[config.mk]
export PLATFORM = sky130hd
export DESIGN_NAME = mul_div_unit_flat
export DESIGN_NICKNAME = d
export VERILOG_FILES = /design/src/rtl/mul_div_unit_if.sv /design/src/rtl/mul_div_unit.sv /design/src/flat_wrapper.sv
export SDC_FILE = /design/constraint.sdc
export NUM_CORES = 1
export LEC_CHECK = 0
export ABC_CLOCK_PERIOD_IN_PS = 6700
export CORE_AREA = 2 2 241 243
export DETAILED_ROUTE_END_ITERATION = 8
export DIE_AREA = 0 0 243 245
export GPL_ROUTABILITY_DRIVEN = 1
export GPL_TIMING_DRIVEN = 0
export PLACE_DENSITY = 0.51
export SYNTH_ARGS = -nofsm -noshare
export SYNTH_HDL_FRONTEND = slang
export SYNTH_SLANG_ARGS = --single-unit
[constraint.sdc]
create_clock -name clk -period 6.7 [get_ports clk]
set_input_delay 0.67 -clock clk [delete_from_list [all_inputs] [get_ports clk]]
set_output_delay 0.67 -clock clk [all_outputs]
set_load 0.05 [all_outputs]
[src/rtl/mul_div_unit_if.sv]
// Request/response bundle between the core execute stage and the iterative RV32M mul/div unit.
interface mul_div_unit_if #(
  parameter int XLEN = 32
);
  logic            Start;
  logic [2:0]      Funct3;
  logic [XLEN-1:0] SrcA;
  logic [XLEN-1:0] SrcB;
  logic [4:0]      RdIn;
  logic            Busy;
  logic            Done;
  logic [XLEN-1:0] Result;
  logic [4:0]      RdOut;
  logic            WE;

  modport master (
    output Start, Funct3, SrcA, SrcB, RdIn,
    input  Busy, Done, Result, RdOut, WE
  );

  modport slave (
    input  Start, Funct3, SrcA, SrcB, RdIn,
    output Busy, Done, Result, RdOut, WE
  );
endinterface

[src/rtl/mul_div_unit.sv]
// Radix-2 iterative RV32M multiply/divide unit: one product/quotient bit per clock,
// Start/Busy/Done handshake, writeback word/index/enable for the register file.
module mul_div_unit #(
  parameter int XLEN         = 32,
  parameter bit FAST_SPECIAL = 1'b1
) (
  input  logic          clk,
  input  logic          rst,
  mul_div_unit_if.slave io
);

  localparam int CNT_W = $clog2(XLEN);
  localparam logic [CNT_W-1:0] LAST_CNT = CNT_W'(XLEN - 1);
  localparam logic [XLEN-1:0]  MIN_NEG  = {1'b1, {(XLEN-1){1'b0}}};

  typedef enum logic [1:0] {S_IDLE = 2'd0, S_CALC = 2'd1, S_DONE = 2'd2} state_t;

  state_t          state_q, state_d;
  logic [CNT_W-1:0] cnt_q, cnt_d;
  logic [2:0]      funct_q, funct_d;
  logic [4:0]      rd_q, rd_d;
  logic [XLEN-1:0] hi_q, hi_d, lo_q, lo_d, b_q, b_d;
  logic            neg_q, neg_d, div0_q, div0_d;
  logic [XLEN-1:0] result_q, result_d;
  logic [4:0]      rd_out_q, rd_out_d;

  logic            a_signed, b_signed, sign_a, sign_b;
  logic            req_div0, req_ovf, req_special;
  logic [XLEN-1:0] mag_a, mag_b, special_res;

  logic [XLEN:0]     mul_sum, div_sh, div_diff;
  logic [XLEN-1:0]   hi_step, lo_step, quo, rem, final_res;
  logic [2*XLEN-1:0] prod;

  // Request decode: operand magnitudes, result sign and the divide corner cases
  always_comb begin
    a_signed    = io.Funct3[2] ? ~io.Funct3[0] : (io.Funct3[1] ^ io.Funct3[0]);
    b_signed    = io.Funct3[2] ? ~io.Funct3[0] : (io.Funct3[1:0] == 2'b01);
    sign_a      = a_signed & io.SrcA[XLEN-1];
    sign_b      = b_signed & io.SrcB[XLEN-1];
    mag_a       = sign_a ? -io.SrcA : io.SrcA;
    mag_b       = sign_b ? -io.SrcB : io.SrcB;
    req_div0    = io.Funct3[2] & (io.SrcB == '0);
    req_ovf     = io.Funct3[2] & ~io.Funct3[0] & (io.SrcA == MIN_NEG) & (io.SrcB == '1);
    req_special = FAST_SPECIAL & (req_div0 | req_ovf);
    if (req_div0) special_res = io.Funct3[1] ? io.SrcA : '1;
    else          special_res = io.Funct3[1] ? '0 : MIN_NEG;
  end

  // One iteration step; hi holds the running sum/remainder, lo the multiplier/quotient bits
  always_comb begin
    mul_sum  = {1'b0, hi_q} + (lo_q[0] ? {1'b0, b_q} : '0);
    div_sh   = {hi_q, lo_q[XLEN-1]};
    div_diff = div_sh - {1'b0, b_q};
    if (funct_q[2]) begin
      if (!div_diff[XLEN]) begin
        hi_step = div_diff[XLEN-1:0];
        lo_step = {lo_q[XLEN-2:0], 1'b1};
      end else begin
        hi_step = div_sh[XLEN-1:0];
        lo_step = {lo_q[XLEN-2:0], 1'b0};
      end
    end else begin
      hi_step = mul_sum[XLEN:1];
      lo_step = {mul_sum[0], lo_q[XLEN-1:1]};
    end
    prod = neg_q ? -{hi_step, lo_step} : {hi_step, lo_step};
    // Iterated divide-by-zero would yield all-ones magnitude, which a sign fix would corrupt
    quo  = div0_q ? '1 : (neg_q ? -lo_step : lo_step);
    rem  = neg_q ? -hi_step : hi_step;
    case (funct_q)
      3'b000:                 final_res = prod[XLEN-1:0];
      3'b001, 3'b010, 3'b011: final_res = prod[2*XLEN-1:XLEN];
      3'b100, 3'b101:         final_res = quo;
      default:                final_res = rem;
    endcase
  end

  always_ff @(posedge clk or negedge rst) begin
    if (!rst) begin
      state_q  <= S_IDLE;
      cnt_q    <= '0;
      result_q <= '0;
      rd_out_q <= '0;
    end else begin
      state_q  <= state_d;
      cnt_q    <= cnt_d;
      result_q <= result_d;
      rd_out_q <= rd_out_d;
    end
  end

  always_ff @(posedge clk) begin
    funct_q <= funct_d;
    rd_q    <= rd_d;
    hi_q    <= hi_d;
    lo_q    <= lo_d;
    b_q     <= b_d;
    neg_q   <= neg_d;
    div0_q  <= div0_d;
  end

  always_comb begin
    state_d = state_q;
    case (state_q)
      S_IDLE:  if (io.Start) state_d = req_special ? S_DONE : S_CALC;
      S_CALC:  if (cnt_q == LAST_CNT) state_d = S_DONE;
      S_DONE:  state_d = S_IDLE;
      default: state_d = S_IDLE;
    endcase
  end

  always_comb begin
    cnt_d    = cnt_q;
    funct_d  = funct_q;
    rd_d     = rd_q;
    hi_d     = hi_q;
    lo_d     = lo_q;
    b_d      = b_q;
    neg_d    = neg_q;
    div0_d   = div0_q;
    result_d = result_q;
    rd_out_d = rd_out_q;
    case (state_q)
      S_IDLE: begin
        if (io.Start) begin
          funct_d = io.Funct3;
          rd_d    = io.RdIn;
          cnt_d   = '0;
          neg_d   = (io.Funct3[2] & io.Funct3[1]) ? sign_a : (sign_a ^ sign_b);
          div0_d  = req_div0;
          hi_d    = '0;
          lo_d    = io.Funct3[2] ? mag_a : mag_b;
          b_d     = io.Funct3[2] ? mag_b : mag_a;
          if (req_special) begin
            result_d = special_res;
            rd_out_d = io.RdIn;
          end
        end
      end
      S_CALC: begin
        hi_d  = hi_step;
        lo_d  = lo_step;
        cnt_d = cnt_q + 1'b1;
        if (cnt_q == LAST_CNT) begin
          result_d = final_res;
          rd_out_d = rd_q;
        end
      end
      default: ;
    endcase
  end

  always_comb begin
    io.Busy   = (state_q != S_IDLE);
    io.Done   = (state_q == S_DONE);
    io.WE     = (state_q == S_DONE) & (rd_out_q != 5'd0);
    io.Result = result_q;
    io.RdOut  = rd_out_q;
  end

endmodule
[src/flat_wrapper.sv]
// flat-port wrapper written by rule: the top's interface ports become plain ports
module mul_div_unit_flat 
#(
  parameter int XLEN         = 32,
  parameter bit FAST_SPECIAL = 1'b1
)
  (clk, rst, io_Start, io_Funct3, io_SrcA, io_SrcB, io_RdIn, io_Busy, io_Done, io_Result, io_RdOut, io_WE);
  mul_div_unit_if #(.XLEN(XLEN)) io_i ();
  input  logic clk;
  input  logic rst;
  input wire logic [$bits(io_i.Start)-1:0] io_Start;
  input wire logic [$bits(io_i.Funct3)-1:0] io_Funct3;
  input wire logic [$bits(io_i.SrcA)-1:0] io_SrcA;
  input wire logic [$bits(io_i.SrcB)-1:0] io_SrcB;
  input wire logic [$bits(io_i.RdIn)-1:0] io_RdIn;
  output wire logic [$bits(io_i.Busy)-1:0] io_Busy;
  output wire logic [$bits(io_i.Done)-1:0] io_Done;
  output wire logic [$bits(io_i.Result)-1:0] io_Result;
  output wire logic [$bits(io_i.RdOut)-1:0] io_RdOut;
  output wire logic [$bits(io_i.WE)-1:0] io_WE;
  assign io_i.Start = io_Start;
  assign io_i.Funct3 = io_Funct3;
  assign io_i.SrcA = io_SrcA;
  assign io_i.SrcB = io_SrcB;
  assign io_i.RdIn = io_RdIn;
  assign io_Busy = io_i.Busy;
  assign io_Done = io_i.Done;
  assign io_Result = io_i.Result;
  assign io_RdOut = io_i.RdOut;
  assign io_WE = io_i.WE;
  mul_div_unit #(.XLEN(XLEN), .FAST_SPECIAL(FAST_SPECIAL)) u_core (.clk(clk), .rst(rst), .io(io_i));
endmodule
### Yosys cells after proc, flatten, opt, wreduce, memory -nomap -nowiden

Cells that the tools add are included.

* equality and inequality tests: 14
* mux-type cells: 38
* bitwise gates (word level): 12
* reduce and logical (&&, ||, !) cells: 12
* add/sub/neg operators: 8

Operators with widths (count)
* 32-bit 2-to-1 mux: 19
* 32-bit case mux with 2 select lines: 3
* 32-bit negation: 4
* 32-bit case mux with 3 select lines: 1
* 32-bit == test (second input constant): 2
* 64-bit 2-to-1 mux: 1
* 64-bit negation: 1
* 32-bit by 33-bit adder with 33-bit output: 1
* 33-bit by 32-bit subtractor with 33-bit output: 1
* 32-bit logical NOT: 1
* 5-bit 2-to-1 mux: 4
* 5-bit case mux with 2 select lines: 2
* 1-bit bitwise AND: 8
* 3-bit by 2-bit == test with 1-bit output (second input constant): 2
* 3-bit == test (second input constant): 2
* 2-bit 2-to-1 mux: 3
* 2-bit AND reduction: 3
* 5-bit by 1-bit adder with 5-bit output (second input constant): 1
* 5-bit == test (second input constant): 1
* 5-bit nonzero test: 1
* 2-bit by 1-bit == test with 1-bit output (second input constant): 2
* 1-bit 2-to-1 mux: 4
* 2-bit by 1-bit inequality test with 1-bit output (second input constant): 2
* 2-bit case mux with 2 select lines: 1
* 12 further kinds: 14

* output and inout bits: 40
* bits of input ports: 75
* register bits: 150
* logic and storage cells: 95

### Depth between registers and ports, before layout

Gate-level depths: netlist (run 1).

* word-level depth: 9
* depth in mapped cells: 24
* depth with buffers taken out: 22

### Worst setup path after synthesis (run 1)

No wires, ideal clock.

* kind: register -> register
* start point: register u_core.lo_q[31]
* end point: register u_core.result_q[10], in the netlist u_core.io.Result[10]
* path buffers: 2
* data required time: 6.575 ns
* arrival: 4.650 ns
* stages on the path, launching flop included: 25
* setup time: 0.125 ns
* path slack: 1.925 ns
* clock period less this slack: 4.775 ns
* cells stage by stage: edfxtp_1 inv_1 ha_1 fa_1 nand2b_1 a21oi_1 o211ai_2 o21ai_4 a31oi_1 buf_6 nand3_1 a21boi_0 ha_1 nand3_1 or2_1 nor2_1 nand2_1 o31ai_2 and3b_1 buf_2 a21o_1 xnor2_1 a221oi_1 o22ai_1 mux2_2

* longest elaborated chain between the ends: 9
* elaborated cells between the ends (all ways): 15
* those cells by class: add/sub: 4; mux: 11

RTL lines
* from (decl): line mul_div_unit.sv:22 `logic [XLEN-1:0] hi_q, hi_d, lo_q, lo_d, b_q, b_d;`
* from (signal assigned): line mul_div_unit.sv:97 `lo_q <= lo_d;`
* 33-bit by 32-bit subtractor with 33-bit output: line mul_div_unit.sv:54 `div_diff = div_sh - {1'b0, b_q};`
* 1-bit 2-to-1 mux: line mul_div_unit.sv:56 `if (!div_diff[XLEN]) begin`
* 32-bit 2-to-1 mux: line mul_div_unit.sv:55 `if (funct_q[2]) begin`
* 32-bit negation: line mul_div_unit.sv:69 `quo = div0_q ? '1 : (neg_q ? -lo_step : lo_step);`
* 32-bit 2-to-1 mux (2 in series): line mul_div_unit.sv:69
* 32-bit case mux with 3 select lines *: line mul_div_unit.sv:71 `case (funct_q)`
* 32-bit 2-to-1 mux *: line mul_div_unit.sv:145 `if (cnt_q == LAST_CNT) begin`
* 32-bit case mux with 2 select lines *: line mul_div_unit.sv:124 `case (state_q)`
* to (signal assigned): line mul_div_unit.sv:88 `result_q <= result_d;`
* to (decl): line mul_div_unit.sv:24 `logic [XLEN-1:0] result_q, result_d;`

Every way passes the cells marked *; elsewhere a longest branch is shown, timed or not. The select of a mux whose other input is x is not followed.
A chain may end at the register's enable or synchronous reset.

### Final worst setup path (run 1)

* start point: register u_core.lo_q[31]
* end point: register u_core.result_q[18], in the netlist u_core.io.Result[18]

Same word-level chain as after synthesis.

==> results of run 1 <==
==> cell families after synthesis <==
group | synth area share [%]
buf+inv | 5.02
simple gates | 23.3
flops | 25.4
mux | 5.35
fa+ha+maj | 5.57
xor+xnor | 7.68
compound gates | 27.7
==> what timing repair did <==
item                       CTS  global route
hold buffers                 0             0
gates resized for setup      0             6
setup endpoints to repair    0            12
==> stage by stage <==
step	power (mW)	cells	utilization, %	setup slack (ns)
global placement	10.4	3025	33.3	0.0141
global route	12.3	3060	34.5	0.114
finish	11.7	3060	34.5	0.117
detailed placement	10.4	3028	33.4	0.0636
floorplan	7.39	2146	-	1.92
CTS	11.5	3060	34.5	0.00582
==> report_power, final <==
part	internal [mW]	switching [mW]
logic	2.75	5.95
registers	1.54	0.453
clock network	0.566	0.483
total	4.86	6.89
==> layout by cell type, fill, tap and decap left out, types with 10 or more instances in the layout <==
cell	synthesis	final
clkbuf_1	77	77
nor2_1	200	199
o21ai_1	13	13
a211oi_1	25	25
or4_1	10	10
clkdlybuf4s50_1	0	113
nand4_1	29	29
xor2_1	71	71
or3_1	19	19
and3_1	18	18
buf_2	29	30
a221oi_1	15	15
xnor2_1	77	77
a31oi_1	35	34
dfrtp_1	44	44
ha_1	72	72
nand3_1	46	45
nor4_1	23	23
nor3_1	58	58
and4_1	10	10
o211ai_1	27	27
nor2b_1	18	18
nand2b_1	23	23
mux2i_1	79	79
edfxtp_1	106	106
clkbuf_16	0	17
nand2_1	217	217
o21a_1	13	13
a21o_1	24	24
o31ai_1	38	38
a21oi_1	191	191
mux2_2	10	10
o21ai_0	160	160
and2_1	53	53
inv_1	76	75
==> flip-flops by register name, indices dropped and copies added, names as in the netlist, 3 cells and up <==
register,cells
u_core.b_q,32
u_core.io.RdOut,5
u_core.io.Result,32
u_core.lo_q,32
u_core.cnt_q,5
u_core.hi_q,32
u_core.funct_q,3
u_core.rd_q,5
==> how the worst min path moves through the flow <==
stage                                      end  cells after the start                start  slack (ns)
final                     u_core.io.Result[19]                      1                  rst        0.12
after global routing      u_core.io.Result[20]                      1                  rst        0.15
after CTS                 u_core.io.Result[20]                      1                  rst        0.13
after detailed placement       u_core.cnt_q[3]                      1      u_core.cnt_q[3]        0.46
after global placement     u_core.io.Result[0]                      2  u_core.io.Result[0]        0.46
after floorplan                u_core.cnt_q[0]                      0                  rst        0.37
==> area by class of cell <==
| cell class | count | area (um^2) | share of cell area [%] |
|---|---|---|---|
| Buffer | 124 | 558 | 2.83 |
| Clock buffer | 17 | 425 | 2.16 |
| Clock inverter | 15 | 183 | 0.928 |
| Inverter | 77 | 292 | 1.48 |
| Multi-Input combinational cell | 1795 | 11800 | 59.9 |
| Sequential cell | 150 | 4280 | 21.8 |
| Tap cell | 765 | 957 | 4.86 |
| Timing Repair Buffer | 117 | 1200 | 6.11 |
==> routing by layer <==
metal  vias up  share of wire [%]
met5         -              0.016
met4         2                4.2
met3       169                8.0
met2       886                 45
met1      8946                 43
li1       8295                  -
==> impl_metrics.toml, run 1 <==
[outcome]
status = "completed"

[synth]
synth_cells = 2146
synth.most_common_cell = "nand2_1"
yosysWarnings = 0
synth_area_um2 = 16900
yosysSeqAreaShare_pct = 25.4
yosys_register_bits = 150
yosysTopAreaCellShare_pct = 18.9
synth_ff_type = "edfxtp_1"
syn-num-nets = 2295
synth-async-reset-ratio_pct = 29.3
synth_edf_count = 106
synth.avg_cell_area_um2 = 7.87
netlist_top_cells_count = "217 x nand2_1, 200 x nor2_1, 191 x a21oi_1, 160 x o21ai_0, 106 x edfxtp_1"
synthTopCellsByArea = "edfxtp_1 19%, dfrtp_1 6.5%, a21oi_1 5.7%"
synth_cell_types = 115
yosys.area.top_type = "edfxtp_1"

[clock_tree]
clockBufferDepth = 2
path_clk_slew_ns = 0.09
clock_sinks = 150
ctsHtreeMaxLevel = 4
cts_tree = "yes"
postCtsSetupRepairBufs = 0
clock_latency_ns = 0.47
cts_root_buf = "clkbuf_16"
numCtsBuffers = 17

[global_routing]
grt_pass1_vias = 17600
grt_use_total_pct = 26.8
use_met2_pct = 43.1
antenna_found_initial = 6
grt_max_degree = 64
grt-busiest-layer = "met2"
met3_usage_pct = 4.70
overflow = 0
grt_pass1_wl_um = 119000
grt.met1_usage_pct = 35.4

[critical_path]
slowest_delay_ns = 0.55
reg2reg_from = "u_core.lo_q[31]"
crit_path_start = "u_core.lo_q[31]"
cpLargestDelayFamily = "compound AO/OA/AOI/OAI gates"
rr_worst_depth = 22
endpoint = "u_core.io.Result[18]"
path_buf_inv = 5
critPathKind = "register to register"
cp_max_fo = 10
worstPathRequired_ns = 7.06
rrSetupSlack_ns = 0.12
slowest_stage = "o211ai_2"
cp_cell_sequence = "inv_1, ha_1, fa_1, nand2b_1, a21oi_1, o211ai_2, o21ai_4, a31oi_1, buf_6, buf_2, nand3_1, a31oi_2, ha_1, inv_1, o31ai_4, and3b_1, buf_2, nand3_2, or3b_1, a22oi_1, o221ai_1, o311ai_1"
cp-start-kind = "register"
end_kind = "register"
r2r-end = "u_core.io.Result[18]"
cp.depth = 22
worstPathArrival_ns = 6.95

[layout]
diodes = 0
fin_area_um2 = 19700
nNetsFinal = 2431
drive_gt1_share_pct = 6.88
num-fill-cells = 6151
area_growth_pct = 16.6

[routing]
drt_pass1_iterations = 6
ant_nets = 0
viasPerCell = 5.98
drc = 0
wl_um = 82500
drt-initial-drc-count = 2122
routedWlPerCell_um = 27.0
via_count = 18300

[timing]
period_share_pct = 98.3
fin_tns_setup_ns = 0
drv_slew = 0
tightestPinTransition_ns = 1.25
max_freq_mhz = 152
relSlewSlack_pct = 15.9
finalHoldViolations = 0
setup_viol = 0
rsz0062_at_grt = "false"
fin_worst_skew_ns = 0.0198
hold_ws_ns = 0.125
fin_crit_ns = 6.58

[power_and_ir_drop]
power.density_nw_per_um2 = 596
ir_worst_vdd_mv = 0.247
leakage_nw = 7.36

[die]
ios = 115
die_y_um = 245
core-area_um2 = 57000
die-area_um2 = 59500
start_util_pct = 29.6
rows = 88
die_w_um = 243

[placed_design]
hpwl_um = 66700
place_area_um2 = 19100
portBuffers = 114
place_congestion = 0.968

[job]
cap_viol_max_count = 0

[worst_hold_path]
hold_class = "primary input to async pin"
Power figures use the tool's default switching activity.
==> inputs of run 2 (changes only) <==
--- a/config.mk
+++ b/config.mk
@@ -11,7 +11,8 @@
 export DIE_AREA = 0 0 243 245
 export GPL_ROUTABILITY_DRIVEN = 1
 export GPL_TIMING_DRIVEN = 0
-export PLACE_DENSITY = 0.51
+export PLACE_DENSITY_LB_ADDON = 0.25
+export SKIP_CTS_REPAIR_TIMING = 1
 export SYNTH_ARGS = -nofsm -noshare
 export SYNTH_HDL_FRONTEND = slang
 export SYNTH_SLANG_ARGS = --single-unit
==> run 2 against run 1 <==
Clock power decreased by 6%. Cell area decreased by 0.22%. Critical path type unchanged. Core utilization decreased by 0.075 points. Die area unchanged. Worst setup slack improved by 0.040 ns.
==> impl_metrics.toml, run 2 (synthesized netlist as in run 1, its figures left out) <==
[outcome]
status = "completed"

[job]
cap_viol_max_count = 0

[critical_path]
rr_worst_depth = 20
cp_max_fo = 10
critPathKind = "register to register"
end_kind = "register"
worstPathArrival_ns = 6.88
rrSetupSlack_ns = 0.16
r2r-end = "u_core.io.Result[10]"
worstPathRequired_ns = 7.04
reg2reg_from = "u_core.funct_q[2]"
cp-start-kind = "register"

[global_routing]
grt_use_total_pct = 26.3
antenna_found_initial = 0
grt_max_degree = 66
overflow = 0
grt_pass1_wl_um = 116000
grt_pass1_vias = 17200

[timing]
tightestPinTransition_ns = 1.24
finalHoldViolations = 0
rsz0062_at_grt = "false"
fin_tns_setup_ns = 0
max_freq_mhz = 153
setup_viol = 0
setup_ws_ns = 0.157
relSlewSlack_pct = 16.0
fin_worst_skew_ns = 0.0184
fin_crit_ns = 6.54
drv_slew = 0
hold_ws_ns = 0.129
period_share_pct = 97.7

[worst_hold_path]
hold_class = "primary input to async pin"

[power_and_ir_drop]
p_sw_mw = 6.83
p_int_mw = 4.80
pwr-share-clk_pct = 8.4
total_power_mw = 11.6
power_frac_comb_pct = 74.3
ir_worst_vdd_mv = 0.259
power.density_nw_per_um2 = 592
leakage_nw = 7.33
seqPwrFrac_pct = 17.2
swShare_pct = 58.7

[clock_tree]
clockBufferDepth = 2
numCtsBuffers = 17
clock_sinks = 150
ctsHtreeMaxLevel = 4
path_clk_slew_ns = 0.07
cts_root_buf = "clkbuf_16"
cts_tree = "yes"
clock_latency_ns = 0.47

[die]
core-area_um2 = 57000
start_util_pct = 29.6
die-area_um2 = 59500
ios = 115
rows = 88
die_y_um = 245
die_w_um = 243

[layout]
drive_gt1_share_pct = 6.89
final_util_pct = 34.4
area_growth_pct = 16.4
layout_common_cells = "216 x nand2_1, 199 x nor2_1, 191 x a21oi_1"
layout_commonest_cell = "nand2_1"
fin_area_um2 = 19600
nNetsFinal = 2430
fin_cells = 3060

[placed_design]
portBuffers = 114
hpwl_um = 65400
place_area_um2 = 19000
place_congestion = 0.999
dp_cells = 3027
pre_cts_slack_ns = -0.113

[routing]
via_count = 18100
drt_pass1_iterations = 6
wl_um = 80500
viasPerCell = 5.93
ant_nets = 0
routedWlPerCell_um = 26.3
drc = 0
drt-initial-drc-count = 2003
-- run 2: final cells by class --
class	count	area, um^2
antenna	1	2.50
buffer	124	558
clock buffer	20	468
clock inverter	12	110
fill	6149	37400
inverter	77	292
multi-input combinational	1795	11800
sequential	150	4280
tap	765	957
timing repair buffer	116	1180
-- run 2: layer usage --
metal | vias to the layer above | share of wire (%) | GRT usage, %
met3 | 162 | 6.9 | 3.03
met5 | - | 0 | 0
li1 | 8304 | - | -
met4 | 0 | 4.3 | 10.6
met2 | 828 | 45 | 42.6
met1 | 8837 | 44 | 35.7
-- run 2: power groups by stage --
stage,registers [mW],clock network (mW),logic (mW)
after global routing,2.02,1.02,9.17
after detailed placement,1.99,0,8.34
after CTS,1.98,0.984,8.39
after floorplan,2.11,0,5.28
final,2.00,0.982,8.64
after global placement,2.01,0,8.28
-- run 2: worst max path at each step --
| stage | cells after the start | slack, ns | to | startpoint |
|---|---|---|---|---|
| final | 20 | 0.16 | u_core.io.Result[10] | u_core.funct_q[2] |
| after global routing | 24 | 0.01 | u_core.io.Result[4] | u_core.lo_q[31] |
| after CTS | 22 | -0.15 | u_core.io.Result[6] | u_core.lo_q[31] |
| after detailed placement | 21 | -0.11 | u_core.io.Result[6] | u_core.lo_q[31] |
| after global placement | 21 | -0.16 | u_core.io.Result[6] | u_core.lo_q[31] |
| after floorplan | 24 | 1.92 | u_core.io.Result[10] | u_core.lo_q[31] |
-- run 2: worst max-delay path: stages, from the launching register on --
cell and delay, ns:
edfxtp_1 0.42, buf_4 0.21, inv_1 0.21, clkbuf_1 0.58
clkbuf_1 0.69, clkbuf_1 0.78, clkbuf_1 0.65, a21boi_1 0.22
ha_1 0.28, nand3_1 0.13, or2_1 0.16, nor2_1 0.09
nand2_2 0.20, o31ai_4 0.12, and3b_1 0.24, buf_2 0.16
a21o_1 0.21, xnor2_1 0.13, a221oi_1 0.32, o22ai_1 0.24
mux2_2 0.34
